===== src/rtl/lse_mult_pipe.sv =====
// rtl/lse_mult_pipe.sv - pipelined, handshaked log-space multiplier with per-lane saturation
// Lane adder plus the STAGES-deep valid/ready pipeline and the saturation event counter.
`timescale 1ns/1ps

module lse_lane_add #(
  parameter int L = 6
) (
  input  logic [L-1:0] i_a,
  input  logic [L-1:0] i_b,
  output logic [L-1:0] o_sum,
  output logic         o_sat
);
  localparam logic [L-1:0] NEG_INF = {1'b1, {(L-1){1'b0}}};
  localparam logic [L-1:0] MAX_POS = {1'b0, {(L-1){1'b1}}};

  logic [L:0] w_s;
  logic       w_hi;
  logic       w_lo;

  assign w_s  = {i_a[L-1], i_a} + {i_b[L-1], i_b};
  // s in [-2^L, -2^(L-1)] clamps to NEG_INF; the exact NEG_INF sum still counts as saturation
  assign w_hi = !w_s[L] && w_s[L-1];
  assign w_lo = w_s[L] && (!w_s[L-1] || (w_s[L-1:0] == NEG_INF));

  always_comb begin
    o_sum = w_s[L-1:0];
    o_sat = 1'b0;
    if (i_a == NEG_INF || i_b == NEG_INF) begin
      o_sum = NEG_INF;
    end else if (w_hi) begin
      o_sum = MAX_POS;
      o_sat = 1'b1;
    end else if (w_lo) begin
      o_sum = NEG_INF;
      o_sat = 1'b1;
    end
  end
endmodule

module lse_mult_pipe #(
  parameter int WIDTH  = 24,
  parameter int LANE_W = 6,
  parameter int STAGES = 2,
  parameter int CNT_W  = 16
) (
  input  logic                      clk,
  input  logic                      rst_n,
  input  logic                      in_valid,
  output logic                      in_ready,
  input  logic [WIDTH-1:0]          operand_a,
  input  logic [WIDTH-1:0]          operand_b,
  input  logic [1:0]                pe_mode,
  output logic                      out_valid,
  input  logic                      out_ready,
  output logic [WIDTH-1:0]          result,
  output logic [WIDTH/LANE_W-1:0]   sat_flags,
  output logic                      mode_err,
  output logic [CNT_W-1:0]          sat_count,
  input  logic                      cnt_clr
);
  localparam int NL = WIDTH / LANE_W;
  localparam int HW = WIDTH / 2;
  localparam logic [LANE_W-1:0] LANE_NEG_INF = {1'b1, {(LANE_W-1){1'b0}}};

  logic [WIDTH-1:0] w_sum_full;
  logic [WIDTH-1:0] w_sum_half;
  logic [WIDTH-1:0] w_sum_lane;
  logic             w_sat_full;
  logic [1:0]       w_sat_half;
  logic [NL-1:0]    w_sat_lane;
  logic [WIDTH-1:0] w_beat_res;
  logic [NL-1:0]    w_beat_flags;
  logic             w_beat_err;

  lse_lane_add #(.L(WIDTH)) u_full (
    .i_a   (operand_a),
    .i_b   (operand_b),
    .o_sum (w_sum_full),
    .o_sat (w_sat_full)
  );

  for (genvar h = 0; h < 2; h++) begin : g_half
    lse_lane_add #(.L(HW)) u_half (
      .i_a   (operand_a[h*HW +: HW]),
      .i_b   (operand_b[h*HW +: HW]),
      .o_sum (w_sum_half[h*HW +: HW]),
      .o_sat (w_sat_half[h])
    );
  end

  for (genvar l = 0; l < NL; l++) begin : g_lane
    lse_lane_add #(.L(LANE_W)) u_lane (
      .i_a   (operand_a[l*LANE_W +: LANE_W]),
      .i_b   (operand_b[l*LANE_W +: LANE_W]),
      .o_sum (w_sum_lane[l*LANE_W +: LANE_W]),
      .o_sat (w_sat_lane[l])
    );
  end

  always_comb begin
    w_beat_res   = w_sum_full;
    w_beat_flags = '0;
    w_beat_err   = 1'b0;
    case (pe_mode)
      2'b00: w_beat_flags[0] = w_sat_full;
      2'b01: begin
        w_beat_res   = w_sum_lane;
        w_beat_flags = w_sat_lane;
      end
      2'b10: begin
        w_beat_res        = w_sum_half;
        w_beat_flags[1:0] = w_sat_half;
      end
      default: begin
        w_beat_res = {NL{LANE_NEG_INF}};
        w_beat_err = 1'b1;
      end
    endcase
  end

  logic [STAGES-1:0] r_valid;
  logic [WIDTH-1:0]  r_res   [STAGES];
  logic [NL-1:0]     r_flags [STAGES];
  logic [STAGES-1:0] r_err;
  logic [STAGES-1:0] w_load;
  logic [CNT_W-1:0]  r_sat_count;
  logic              w_out_fire;

  // A stage may load whenever any stage at or after it has a hole, or the output drains
  for (genvar k = 0; k < STAGES; k++) begin : g_load
    assign w_load[k] = out_ready || !(&r_valid[STAGES-1:k]);
  end

  always_ff @(posedge clk or negedge rst_n) begin
    if (!rst_n) begin
      r_valid <= '0;
      r_err   <= '0;
      for (int k = 0; k < STAGES; k++) begin
        r_res[k]   <= '0;
        r_flags[k] <= '0;
      end
    end else begin
      for (int k = STAGES-1; k >= 1; k--) begin
        if (w_load[k]) begin
          r_valid[k] <= r_valid[k-1];
          if (r_valid[k-1]) begin
            r_res[k]   <= r_res[k-1];
            r_flags[k] <= r_flags[k-1];
            r_err[k]   <= r_err[k-1];
          end
        end
      end
      if (w_load[0]) begin
        r_valid[0] <= in_valid;
        if (in_valid) begin
          r_res[0]   <= w_beat_res;
          r_flags[0] <= w_beat_flags;
          r_err[0]   <= w_beat_err;
        end
      end
    end
  end

  assign w_out_fire = r_valid[STAGES-1] && out_ready;

  always_ff @(posedge clk or negedge rst_n) begin
    if (!rst_n) begin
      r_sat_count <= '0;
    end else if (cnt_clr) begin
      r_sat_count <= '0;
    end else if (w_out_fire && (|r_flags[STAGES-1]) && !(&r_sat_count)) begin
      r_sat_count <= r_sat_count + CNT_W'(1);
    end
  end

  assign in_ready  = w_load[0];
  assign out_valid = r_valid[STAGES-1];
  assign result    = r_res[STAGES-1];
  assign sat_flags = r_flags[STAGES-1];
  assign mode_err  = r_err[STAGES-1];
  assign sat_count = r_sat_count;
endmodule


===== config.mk =====
export PLATFORM = sky130hd
export DESIGN_NAME = lse_mult_pipe
export DESIGN_NICKNAME = d
export VERILOG_FILES = /design/src/rtl/lse_mult_pipe.sv
export SDC_FILE = /design/constraint.sdc
export NUM_CORES = 1
export LEC_CHECK = 0
export BUFFER_PORTS_ARGS = -buffer_cell sky130_fd_sc_hd__buf_4
export CAP_MARGIN = 10
export CORE_MARGIN = 3
export CORE_UTILIZATION = 40
export CTS_CLUSTER_SIZE = 14
export DETAILED_ROUTE_END_ITERATION = 7
export GPL_ROUTABILITY_DRIVEN = 0
export PLACE_DENSITY_LB_ADDON = 0.3
export REMOVE_ABC_BUFFERS = 1
export SLEW_MARGIN = 10
export SYNTH_ARGS = -nofsm -noshare
export SYNTH_HDL_FRONTEND = slang
export SYNTH_SLANG_ARGS = --single-unit
export TNS_END_PERCENT = 30

===== constraint.sdc =====
create_clock -name clk -period 2.9 [get_ports clk]
set_clock_uncertainty 0.2 [all_clocks]
set_input_delay 0.145 -clock clk [delete_from_list [all_inputs] [get_ports clk]]
set_output_delay 0.145 -clock clk [all_outputs]
set_load 0.005 [all_outputs]

==> results of run 1 <==
[power groups by stage]
stage               Clock [mW]  Combinational [mW]  Sequential, mW
floorplan                    0               0.883            1.39
global placement             0                1.77            1.39
detailed placement           0                1.79            1.41
CTS                       1.12                1.82            1.39
global route              1.17                2.10            1.42
finish                    1.10                1.92            1.39
[state kept, by name, indices dropped and copies added, names as in the netlist]
name / count
r_flags: 4
sat_flags: 4
sat_count: 16
r_valid: 2
result: 24
r_err: 2
r_res: 24
[layout by cell type (no fill, tap or decap), types with 10 or more instances in the layout]
cell type and instances:
nor3_1 18, nand2b_1 10, or3_1 15, xor2_1 19, ha_1 27, a21o_1 20
o211ai_1 11, and3_1 12, buf_4 277, o21ai_0 41, dfrtp_1 76, nand2_1 74
nand4_1 11, mux2_2 29, a211oi_1 13, nor2_1 69, xnor2_1 14, nand3_1 23
a21oi_1 58, inv_1 22
[cell families after synthesis]
| logic type | Yosys count | share of synthesized area (%) |
|---|---|---|
| AOI/OAI and AO/OA | 245 | 25.0 |
| xor gates and xnor gates | 34 | 4.55 |
| adders and majority gates | 34 | 6.95 |
| buffers and inverters | 81 | 6.76 |
| DFF | 76 | 29.0 |
| muxes | 32 | 5.44 |
| and+or+nand+nor | 291 | 22.3 |
[Yosys cell counts (19+ instances only)]
cell type | count | area share [%]
buf_4 | 32 | 3.7
nand3_1 | 26 | 2.0
ha_1 | 30 | 5.7
nor2_1 | 69 | 4.0
a21o_1 | 20 | 2.3
dfrtp_1 | 76 | 29
nor3_1 | 23 | 1.8
xor2_1 | 20 | 2.7
a21oi_1 | 64 | 4.9
inv_1 | 22 | 1.3
nand2_1 | 75 | 4.3
a211oi_1 | 19 | 2.2
o21ai_0 | 43 | 3.3
mux2_2 | 29 | 5.0
[per-stage QoR]
| step | util (%) | power, mW | area (µm²) | setup WS [ns] |
|---|---|---|---|---|
| 3_3_place_gp | 53.5 | 3.17 | 8530 | -0.344 |
| 5_1_grt | 58.0 | 4.69 | 9250 | -0.0732 |
| 2_1_floorplan | - | 2.27 | 6190 | -0.256 |
| 3_5_place_dp | 53.5 | 3.19 | 8530 | -0.435 |
| 4_1_cts | 55.9 | 4.32 | 8920 | 0.00418 |
| 6_report | 58.0 | 4.41 | 9250 | 0.0626 |
[worst max path at each step]
stage,end,depth (start not counted),slack (ns)
finish,r_res[33],13,0.06
global route,r_res[35],13,-0.07
CTS,r_res[33],12,0.004
detailed placement,r_res[37],13,-0.44
global placement,r_res[37],13,-0.34
floorplan,r_res[35],11,-0.26
[timing repair]
item,in CTS,in global routing
hold buffers,7,0
endpoints found under the hold margin,95,0
gates resized for setup,6,57
setup endpoints to repair,15,24
buffers inserted,0,7
pin swaps,0,22
[layout make-up]
| class | instances | area [µm²] | area share, % |
|---|---|---|---|
| tap | 216 | 270 | 2.92 |
| clock buffer | 10 | 229 | 2.47 |
| clock inverter | 6 | 65.1 | 0.703 |
| multi-input combinational | 636 | 4500 | 48.6 |
| timing repair buffer | 289 | 2210 | 23.8 |
| sequential | 76 | 1900 | 20.6 |
| inverter | 22 | 82.6 | 0.893 |
[per-layer routing]
layer / vias up / GRT usage [%] / routed length (µm)
met4: 0 / 5.77 / 296
met5: - / 0 / 0
met2: 227 / 37.1 / 9440
met1: 3245 / 29.9 / 9260
met3: 24 / 3.26 / 1080
li1: 3374 / - / -
[critical path: stages]
cell	delay, ns
buf_4	0.13
ha_1	0.32
a211oi_4	0.27
buf_4	0.18
o21ai_1	0.16
a211oi_2	0.26
o21ai_0	0.14
xnor2_1	0.20
nor4_2	0.38
nand4_4	0.17
buf_6	0.18
a211oi_2	0.22
o21ai_1	0.07
==> qor.csv, run 1 <==
stage,metric,value,unit
status,result_of_the_run,"finished, final reports clean",
synthesis,number_of_flip_flops_and_latches_in_the_synthesized_netlist,76,
cts,tritoncts_num_sinks,76,
sta,tightestPinTransition,0.956,ns
detailed_routing,drt_iter0_drc,319,
synthesis,sequential_share_of_the_synthesized_area,29.0,%
floorplanning,die_h,134,µm
cts,cts_max_path_buffers,2,
detailed_routing,first_pass_iters,5,
detailed_routing,drcViolationCount,0,
worst_hold_path,hold-path-cell-count,5,
finish,insertedDiodeCount,0,
pwr,max-vdd-ir-drop,290,µV
pwr,p_sw_share,33.8,%
global_route,wire_length_of_the_first_global_routing_pass,32600,µm
synthesis,synth_warnings,0,
synthesis,post_synth_inst_count,793,
worst_hold_path,worst_hold_path_endpoint,r_flags[7],
cts,root_buffer,clkbuf_16,
sta,final_hold_viol_count,0,
placement,placedCellCount,1225,
pwr,power_frac_comb,43.7,%
finish,nets,1123,
floorplanning,die-area,0.0179,mm²
floorplanning,die-width,134,µm
sta,rsz0062_at_grt,true,
flow_run,max-cap-violations,0,
pwr,power.share.sequential,31.5,%
global_route,gr-total-overflow,0,
finish,fillCellCount,1456,
critical_path,setup.worst_path.start_class,primary input,
sta,worst_hold_slack,0.199,ns
floorplanning,initial_core_utilization,41.1,%
synthesis,ys_types,75,
finish,instances_no_fill,1255,
sta,tns,0,ns
sta,slew_headroom,36.3,%
pwr,switching_power,1.49,mW
finish,drive_above_1_share,37.6,%
critical_path,critical_path_type,in -> reg,
detailed_routing,route.detailed.wl_per_inst,16.0,µm
critical_path,reg2reg_from,sat_count[3],
critical_path,critical_path_origin,operand_a[1],
sta,setup_violations,0,
critical_path,required,2.91,ns
sta,slew_viol_final,0,
synthesis,async_reset_ff_share,100,%
cts,clock_insertion_delay_worst_skew,0.34,ns
floorplanning,design.core.area,0.0159,mm²
global_route,grt_antenna_before_repair,0,
placement,port_buffers,101,
floorplanning,row_count,46,
pwr,internal_power_component,2.92,mW
sta,finalCritPeriodShare,97.8,%
pwr,leakage,4.27,nW
critical_path,crit_arrival,2.85,ns
pwr,pwr_density_cell,476,mW/mm²
detailed_routing,drt-vias-per-instance,5.47,
synthesis,synth_area_per_cell,8.26,µm²
cts,clock_tree.htree_level_count,3,
worst_hold_path,class_of_the_most_critical_hold_timing_path,in -> reg,
detailed_routing,drt_wl_total,20100,µm
critical_path,r2r_setup_slack,0.39,ns
pwr,share_clk_of_total_power,24.9,%
critical_path,worstReg2RegEnd,sat_count[13],
synthesis,post_synth_instance_area,0.00655,mm²
cts,clock_tree_from_tritoncts,done,
placement,dp_hpwl,15900,µm
global_route,first_global_vias,6670,
floorplanning,ioPinCount,102,
critical_path,worst_setup_path_end_kind,flop,
critical_path,worst-r2r-cell-count,9,
detailed_routing,detailroute.via_count,6870,
critical_path,path_max_fanout,5,
sta,min_period,2.84,ns
synthesis,number_of_synthesized_flops_with_an_enable_pin,0,
global_route,global_route.usage.total,22.1,%
cts,inserted_clock_buffers,9,
synthesis,ys_dominant_reg_cell,dfrtp_1,
cts,cts.clk_slew.worst_paths,0.06,ns
worst_hold_path,hold_path.startpoint,operand_b[23],
global_route,largest_net_degree_at_the_start_of_global_routing,77,
sta,achievable-frequency,0.352,GHz
detailed_routing,detail-route-antenna-nets,0,
finish,syn_to_final_growth,41.2,%
Note: power is estimated with default switching activity, not from simulation.
==> inputs of run 2 (changes only) <==
Settings changed: CORE_UTILIZATION 40 to 55.
==> run 2 against run 1 <==
Net effect:
- first-iteration DRC count is 120% higher
- clock power about the same
- register-to-register slack got worse by 0.11 ns
- non-clock buffer count fell by 16
- power rose by 1.2%
- count of clock-buffer cells in the layout up 2
- cell count is 7.1% lower
- die area shrank 26%
- largest cell class unchanged
- largest power group unchanged
- highest routed layer unchanged
==> qor.csv, run 2 (synthesized netlist as in run 1, its figures left out) <==
stage,metric,value,unit,change
cts,root_buffer,clkbuf_16,,
sta,slew_viol_final,0,,unchanged
cts,tritoncts_num_sinks,76,,unchanged
detailed_routing,detail-route-antenna-nets,0,,unchanged
cts,clock_tree.htree_level_count,3,,unchanged
floorplanning,row_count,39,,-15%
finish,nets,1107,,-1.4%
detailed_routing,first_pass_iters,8,,+3
detailed_routing,drt-vias-per-instance,6.25,,+14%
placement,postPlaceCellArea,0.00834,mm²,-2.2%
critical_path,required,2.90,ns,about the same
critical_path,critical_path.max_stage_delay,0.39,ns,about the same
sta,min_period,2.89,ns,+0.0480 ns
detailed_routing,met1Wirelength,8690,µm,-6.1%
finish,layout.cells.most_common_list,"buf_4, dfrtp_1, nand2_1",,
global_route,largest_net_degree_at_the_start_of_global_routing,77,,unchanged
global_route,global_route.usage.total,31.2,%,+9.1 points
status,result_of_the_run,"finished, final reports clean",,
cts,inserted_clock_buffers,9,,unchanged
critical_path,critical_path_type,in -> reg,,
critical_path,reg2reg_from,sat_count[3],,
finish,fillCellCount,753,,-48%
critical_path,worst_setup_path_end_kind,flop,,
detailed_routing,detailroute.via_count,7285,,+6.0%
pwr,power.share.sequential,31.5,%,about the same
floorplanning,design.core.area,0.0115,mm²,-28%
cts,clock_tree_from_tritoncts,done,,
sta,post-route-worst-setup-slack,0.0146,ns,-0.0480 ns
pwr,switching_power,1.51,mW,+1.5%
global_route,wire_length_of_the_first_global_routing_pass,33700,µm,+3.6%
floorplanning,ioPinCount,102,,unchanged
flow_run,max-cap-violations,0,,unchanged
critical_path,r2r_setup_slack,0.28,ns,-0.11 ns
global_route,gr-total-overflow,0,,unchanged
cts,cts.clk_slew.worst_paths,0.06,ns,about the same
detailed_routing,routed-wl-met2,10300,µm,+9.6%
floorplanning,die_h,115,µm,-14%
finish,layout.cells.most_common,buf_4,,
cts,clock_insertion_delay_worst_skew,0.33,ns,about the same
cts,cts_max_path_buffers,2,,unchanged
detailed_routing,drcViolationCount,0,,unchanged
pwr,leakage,4.19,nW,-1.9%
finish,insertedDiodeCount,0,,unchanged
detailed_routing,route.top_layer_used,met4,,
pwr,share_clk_of_total_power,25.0,%,about the same
critical_path,critPathCapture,r_res[31],,
pwr,pwr_density_cell,495,mW/mm²,+4.0%
worst_hold_path,class_of_the_most_critical_hold_timing_path,in -> reg,,
floorplanning,die-area,0.0133,mm²,-26%
detailed_routing,drt_iter0_drc,706,,+120%
sta,achievable-frequency,0.347,GHz,-1.7%
sta,slew_headroom,39.0,%,+2.8 points
placement,port_buffers,101,,unchanged
sta,tightestPinTransition,0.915,ns,-0.0413 ns
detailed_routing,route.detailed.wl_per_inst,18.3,µm,+14%
global_route,first_global_vias,6983,,+4.7%
sta,final_hold_viol_count,0,,unchanged
worst_hold_path,hold-path-cell-count,4,,-1
pwr,max-vdd-ir-drop,282,µV,-3.0%
finish,finalInstanceArea,0.00901,mm²,-2.6%
sta,setup_violations,0,,unchanged
pwr,internal_power_component,2.95,mW,+1.1%
detailed_routing,met3RoutedLength,1670,µm,+55%
pwr,power_frac_comb,43.5,%,-0.2 points
finish,syn_to_final_growth,37.5,%,
sta,finalCritPeriodShare,99.5,%,+1.7 points
critical_path,setup.worst_path.start_class,primary input,,
floorplanning,die-width,115,µm,-14%
finish,drive_above_1_share,37.0,%,-0.58 points
placement,place_ws,-0.394,ns,+0.0411 ns
worst_hold_path,hold_path.startpoint,operand_b[0],,
critical_path,worstReg2RegEnd,sat_count[12],,
critical_path,slowest_stage,nor4bb_2,,
critical_path,critical_path_origin,operand_a[7],,
detailed_routing,drt_wl_total,21300,µm,+6.2%
critical_path,path_max_fanout,5,,unchanged
global_route,grt_antenna_before_repair,0,,unchanged
sta,rsz0062_at_grt,true,,
critical_path,path_common_cell,buf_4,,
pwr,p_sw_share,33.8,%,+0.078 points
critical_path,path_cells,buf_4 -> ha_1 -> nand4_1 -> buf_4 -> nor2_1 -> a211oi_4 -> nor4bb_2 -> o21ai_1 -> buf_4 -> nand3_1 -> o21ai_2 -> buf_4 -> o31ai_1 -> o21ai_1,,
floorplanning,initial_core_utilization,56.9,%,+16 points
critical_path,crit_arrival,2.89,ns,+0.04 ns
placement,dp_hpwl,16300,µm,+2.7%
critical_path,worst-r2r-cell-count,9,,unchanged
## run 2: changes by cell type in the layout (fill, tap and decap cells not counted), moves of 3 or more
cell,previous run,this run
a21oi_2,7,12
a21oi_1,58,52
clkinvlp_4,4,1
buf_6,5,2
nor3_2,6,3
buf_4,277,265
nor3_1,18,21
o21ai_1,8,5
## run 2: final cells by class
type | instances | area [µm²] | area share (%)
Multi-Input combinational cell | 636 | 4470 | 49.6
Timing Repair Buffer | 273 | 2070 | 23.0
Sequential cell | 76 | 1900 | 21.1
Clock buffer | 12 | 256 | 2.85
Tap cell | 143 | 179 | 1.99
Inverter | 22 | 82.6 | 0.917
Clock inverter | 4 | 47.5 | 0.528
## run 2: routing by layer
| metal | track usage [%] | vias to the layer above |
|---|---|---|
| met4 | 10.7 | 0 |
| met1 | 41.2 | 3442 |
| met3 | 4.47 | 73 |
| met2 | 52.6 | 424 |
| li1 | - | 3346 |
| met5 | 0 | - |
## run 2: timing repair
item / 4_1_cts / 5_1_grt
pin swaps: 0 / 20
setup buffers: 0 / 5
setup endpoints to repair: 8 / 23
gates resized for setup: 4 / 54
hold buffers: 6 / 0
gates cloned: 0 / 0
hold endpoints to repair: 95 / 0
## run 2: how the worst min path moves through the flow
stage | to | slack [ns]
after floorplan | r_err[0] | -0.35
after global placement | result[2] | 0.12
after detailed placement | result[10] | 0.13
after CTS | r_res[24] | 0.11
after global routing | r_res[24] | 0.16
final | r_res[24] | 0.14
## run 2: power groups by stage
stage / Clock, mW / Combinational, mW / Sequential [mW]
detailed placement: 0 / 1.78 / 1.42
global route: 1.16 / 2.09 / 1.43
floorplan: 0 / 0.883 / 1.39
CTS: 1.12 / 1.81 / 1.40
global placement: 0 / 1.71 / 1.40
finish: 1.12 / 1.94 / 1.40
## run 2: through the flow
step / instances / total power, mW / hold slack, ns / util [%] / TNS (ns)
final: 1166 / 4.46 / 0.144 / 78.2 / 0
after global routing: 1166 / 4.67 / 0.156 / 78.2 / -0.627
after CTS: 1161 / 4.34 / 0.115 / 75.8 / 0
after detailed placement: 1139 / 3.19 / 0.131 / 72.4 / -7.45
after global placement: 1139 / 3.11 / 0.118 / 72.4 / -5.15
after floorplan: 734 / 2.27 / -0.351 / - / -1.22
## run 2: worst max-delay path, delay by kind of cell
kind	cells	cell delay [ns]
adder cells (fa/ha/maj)	1	0.36
buffers and inverters	4	0.66
AO/OA/AOI/OAI	5	0.78
AND/OR/NAND/NOR	4	0.94
==> inputs of run 3 (changes only) <==
Settings changed: CTS_BUF_LIST from default to sky130_fd_sc_hd__clkbuf_16.
==> run 3 against run 2 <==
Net effect:
- sequential share of layout area increased by 0.071 points
- clock power decreased by 6%
- cell area decreased by 0.33%
- register-to-register slack about the same
- critical path type unchanged
- largest power group unchanged
==> qor.csv, run 3 (synthesized netlist as in run 1, its figures left out) <==
stage,metric,value,unit,change
critical_path,slowest_stage,nor4bb_2,,
sta,tns,0,ns,unchanged
cts,cts_max_path_buffers,2,,unchanged
global_route,wire_length_of_the_first_global_routing_pass,33700,µm,-0.15%
global_route,largest_net_degree_at_the_start_of_global_routing,77,,unchanged
pwr,pwr_density_cell,488,mW/mm²,-1.4%
cts,inserted_clock_buffers,9,,unchanged
detailed_routing,detail-route-antenna-nets,0,,unchanged
pwr,internal_power_component,2.89,mW,-2.0%
sta,post-route-worst-setup-slack,0.0213,ns,+0.00671 ns
cts,root_buffer,clkbuf_16,,
placement,port_buffers,101,,unchanged
cts,clock_insertion_delay_worst_skew,0.33,ns,about the same
critical_path,path_max_fanout,6,,+1
critical_path,required,2.90,ns,about the same
sta,rsz0062_at_grt,true,,
sta,achievable-frequency,0.347,GHz,+0.23%
detailed_routing,drt_wl_total,21100,µm,-1.1%
finish,insertedDiodeCount,0,,unchanged
critical_path,reg2reg_from,sat_count[3],,
global_route,grt_antenna_before_repair,0,,unchanged
cts,cts.clk_slew.worst_paths,0.06,ns,about the same
finish,nets,1106,,-0.090%
critical_path,crit_arrival,2.88,ns,about the same
floorplanning,die_h,115,µm,unchanged
pwr,switching_power,1.49,mW,-1.3%
floorplanning,row_count,39,,unchanged
sta,final_hold_viol_count,0,,unchanged
detailed_routing,first_pass_iters,5,,-3
global_route,first_global_vias,6978,,-0.072%
finish,drive_above_1_share,36.9,%,-0.16 points
pwr,leakage,4.17,nW,-0.30%
floorplanning,die-width,115,µm,unchanged
cts,tritoncts_num_sinks,76,,unchanged
placement,place_ws,-0.394,ns,unchanged
sta,finalCritPeriodShare,99.3,%,-0.23 points
pwr,power.share.sequential,32.0,%,+0.5 points
floorplanning,ioPinCount,102,,unchanged
pwr,share_clk_of_total_power,23.9,%,-1.1 points
sta,tightestPinTransition,0.917,ns,+0.00251 ns
critical_path,path_cells,buf_4 -> ha_2 -> buf_4 -> nand4_1 -> o22ai_1 -> a211oi_4 -> nor4bb_2 -> o21ai_1 -> buf_4 -> nand3_1 -> o21ai_2 -> buf_4 -> o31ai_1 -> o21ai_1,,
pwr,p_sw_share,34.0,%,+0.15 points
pwr,max-vdd-ir-drop,289,µV,+2.8%
status,result_of_the_run,"finished, final reports clean",,
sta,min_period,2.88,ns,-0.00671 ns
global_route,gr-total-overflow,0,,unchanged
placement,dp_hpwl,16300,µm,unchanged
detailed_routing,route.detailed.wl_per_inst,18.1,µm,-1.0%
detailed_routing,drcViolationCount,0,,unchanged
finish,syn_to_final_growth,37.1,%,
sta,slew_headroom,38.9,%,-0.17 points
critical_path,r2r_setup_slack,0.27,ns,about the same
critical_path,path_common_cell,buf_4,,
detailed_routing,detailroute.via_count,7217,,-0.93%
sta,slew_viol_final,0,,unchanged
critical_path,critical_path_origin,operand_b[8],,
global_route,met2_demand_to_capacity_share_in_global_routing,52.4,%,-0.23 points
floorplanning,die-area,0.0133,mm²,unchanged
global_route,globalRouteMet1Util,41.1,%,-0.17 points
global_route,grt_use_met3,4.63,%,+0.16 points
finish,layout.cells.most_common,buf_4,,
cts,clock_tree_from_tritoncts,done,,
critical_path,critical_path_type,in -> reg,,
flow_run,max-cap-violations,0,,unchanged
global_route,grt.busiest_layer,met2,,
sta,setup_violations,0,,unchanged
cts,clock_tree.htree_level_count,3,,unchanged
pwr,power_frac_comb,44.1,%,+0.6 points
critical_path,critical_path.max_stage_delay,0.39,ns,about the same
global_route,global_route.usage.total,31.2,%,-0.077 points
floorplanning,initial_core_utilization,56.9,%,unchanged
critical_path,worst_setup_path_end_kind,flop,,
critical_path,worstReg2RegEnd,sat_count[12],,
critical_path,critPathCapture,r_res[31],,
worst_hold_path,class_of_the_most_critical_hold_timing_path,in -> reg,,
critical_path,worst-r2r-cell-count,9,,unchanged
detailed_routing,drt_iter0_drc,769,,+8.9%
finish,layout.cells.most_common_list,"buf_4, dfrtp_1, nand2_1",,
critical_path,setup.worst_path.start_class,primary input,,
detailed_routing,drt-vias-per-instance,6.19,,-0.85%
floorplanning,design.core.area,0.0115,mm²,unchanged
==> run 3: power by group through the flow <==
stage          sequential [mW]  combinational [mW]  clock, mW
4_1_cts                   1.40                1.81       1.06
3_3_place_gp              1.40                1.71          0
6_report                  1.40                1.93       1.05
2_1_floorplan             1.39               0.883          0
3_5_place_dp              1.42                1.78          0
5_1_grt                   1.43                2.09       1.10
==> run 3: metal layers <==
metal | vias to the layer above | part of all wire, %
met5 | - | 0
met3 | 61 | 7.2
li1 | 3347 | -
met2 | 366 | 49
met1 | 3443 | 41
met4 | 0 | 2.6
==> run 3: final cells by class <==
cell class | count | area (µm²)
Multi-Input combinational cell | 636 | 4470
Fill cell | 756 | 2540
Timing Repair Buffer | 272 | 2060
Sequential cell | 76 | 1900
Clock buffer | 9 | 225
Tap cell | 143 | 179
Inverter | 22 | 82.6
Clock inverter | 7 | 58.8
==> run 3: what timing repair did <==
item / in CTS / in global routing
endpoints found under the hold margin: 95 / 0
hold buffers: 5 / 0
pin swaps: 0 / 21
setup buffers: 0 / 5
gates resized for setup: 4 / 54
setup endpoints to repair: 8 / 23
==> run 3: worst max-delay path: cells and delay by family <==
family,cells,cell delay [ns]
buf+inv,4,0.60
simple gates,3,0.69
compound gates,6,1.06
fa+ha+maj,1,0.38
==> run 3: through the flow <==
step                std cells  hold WS [ns]  util (%)  cell area, µm²  power [mW]
floorplan                 734        -0.351         -            6190        2.27
global placement         1139         0.118      72.4            8340        3.11
detailed placement       1139         0.131      72.4            8340        3.19
CTS                      1160      0.000239      75.5            8690        4.27
global route             1165        0.0473      78.0            8980        4.61
finish                   1165        0.0115      78.0            8980        4.38
==> run 3: how the worst min path moves through the flow <==
stage                from          to  slack [ns]  cells past startpoint
2_1_floorplan       rst_n    r_err[0]       -0.35                      0
3_3_place_gp        rst_n   result[2]        0.12                      1
3_5_place_dp        rst_n  result[10]        0.13                      1
4_1_cts        pe_mode[0]    r_err[0]      0.0002                      4
5_1_grt        pe_mode[0]    r_err[0]        0.05                      4
6_report       pe_mode[0]    r_err[0]        0.01                      4
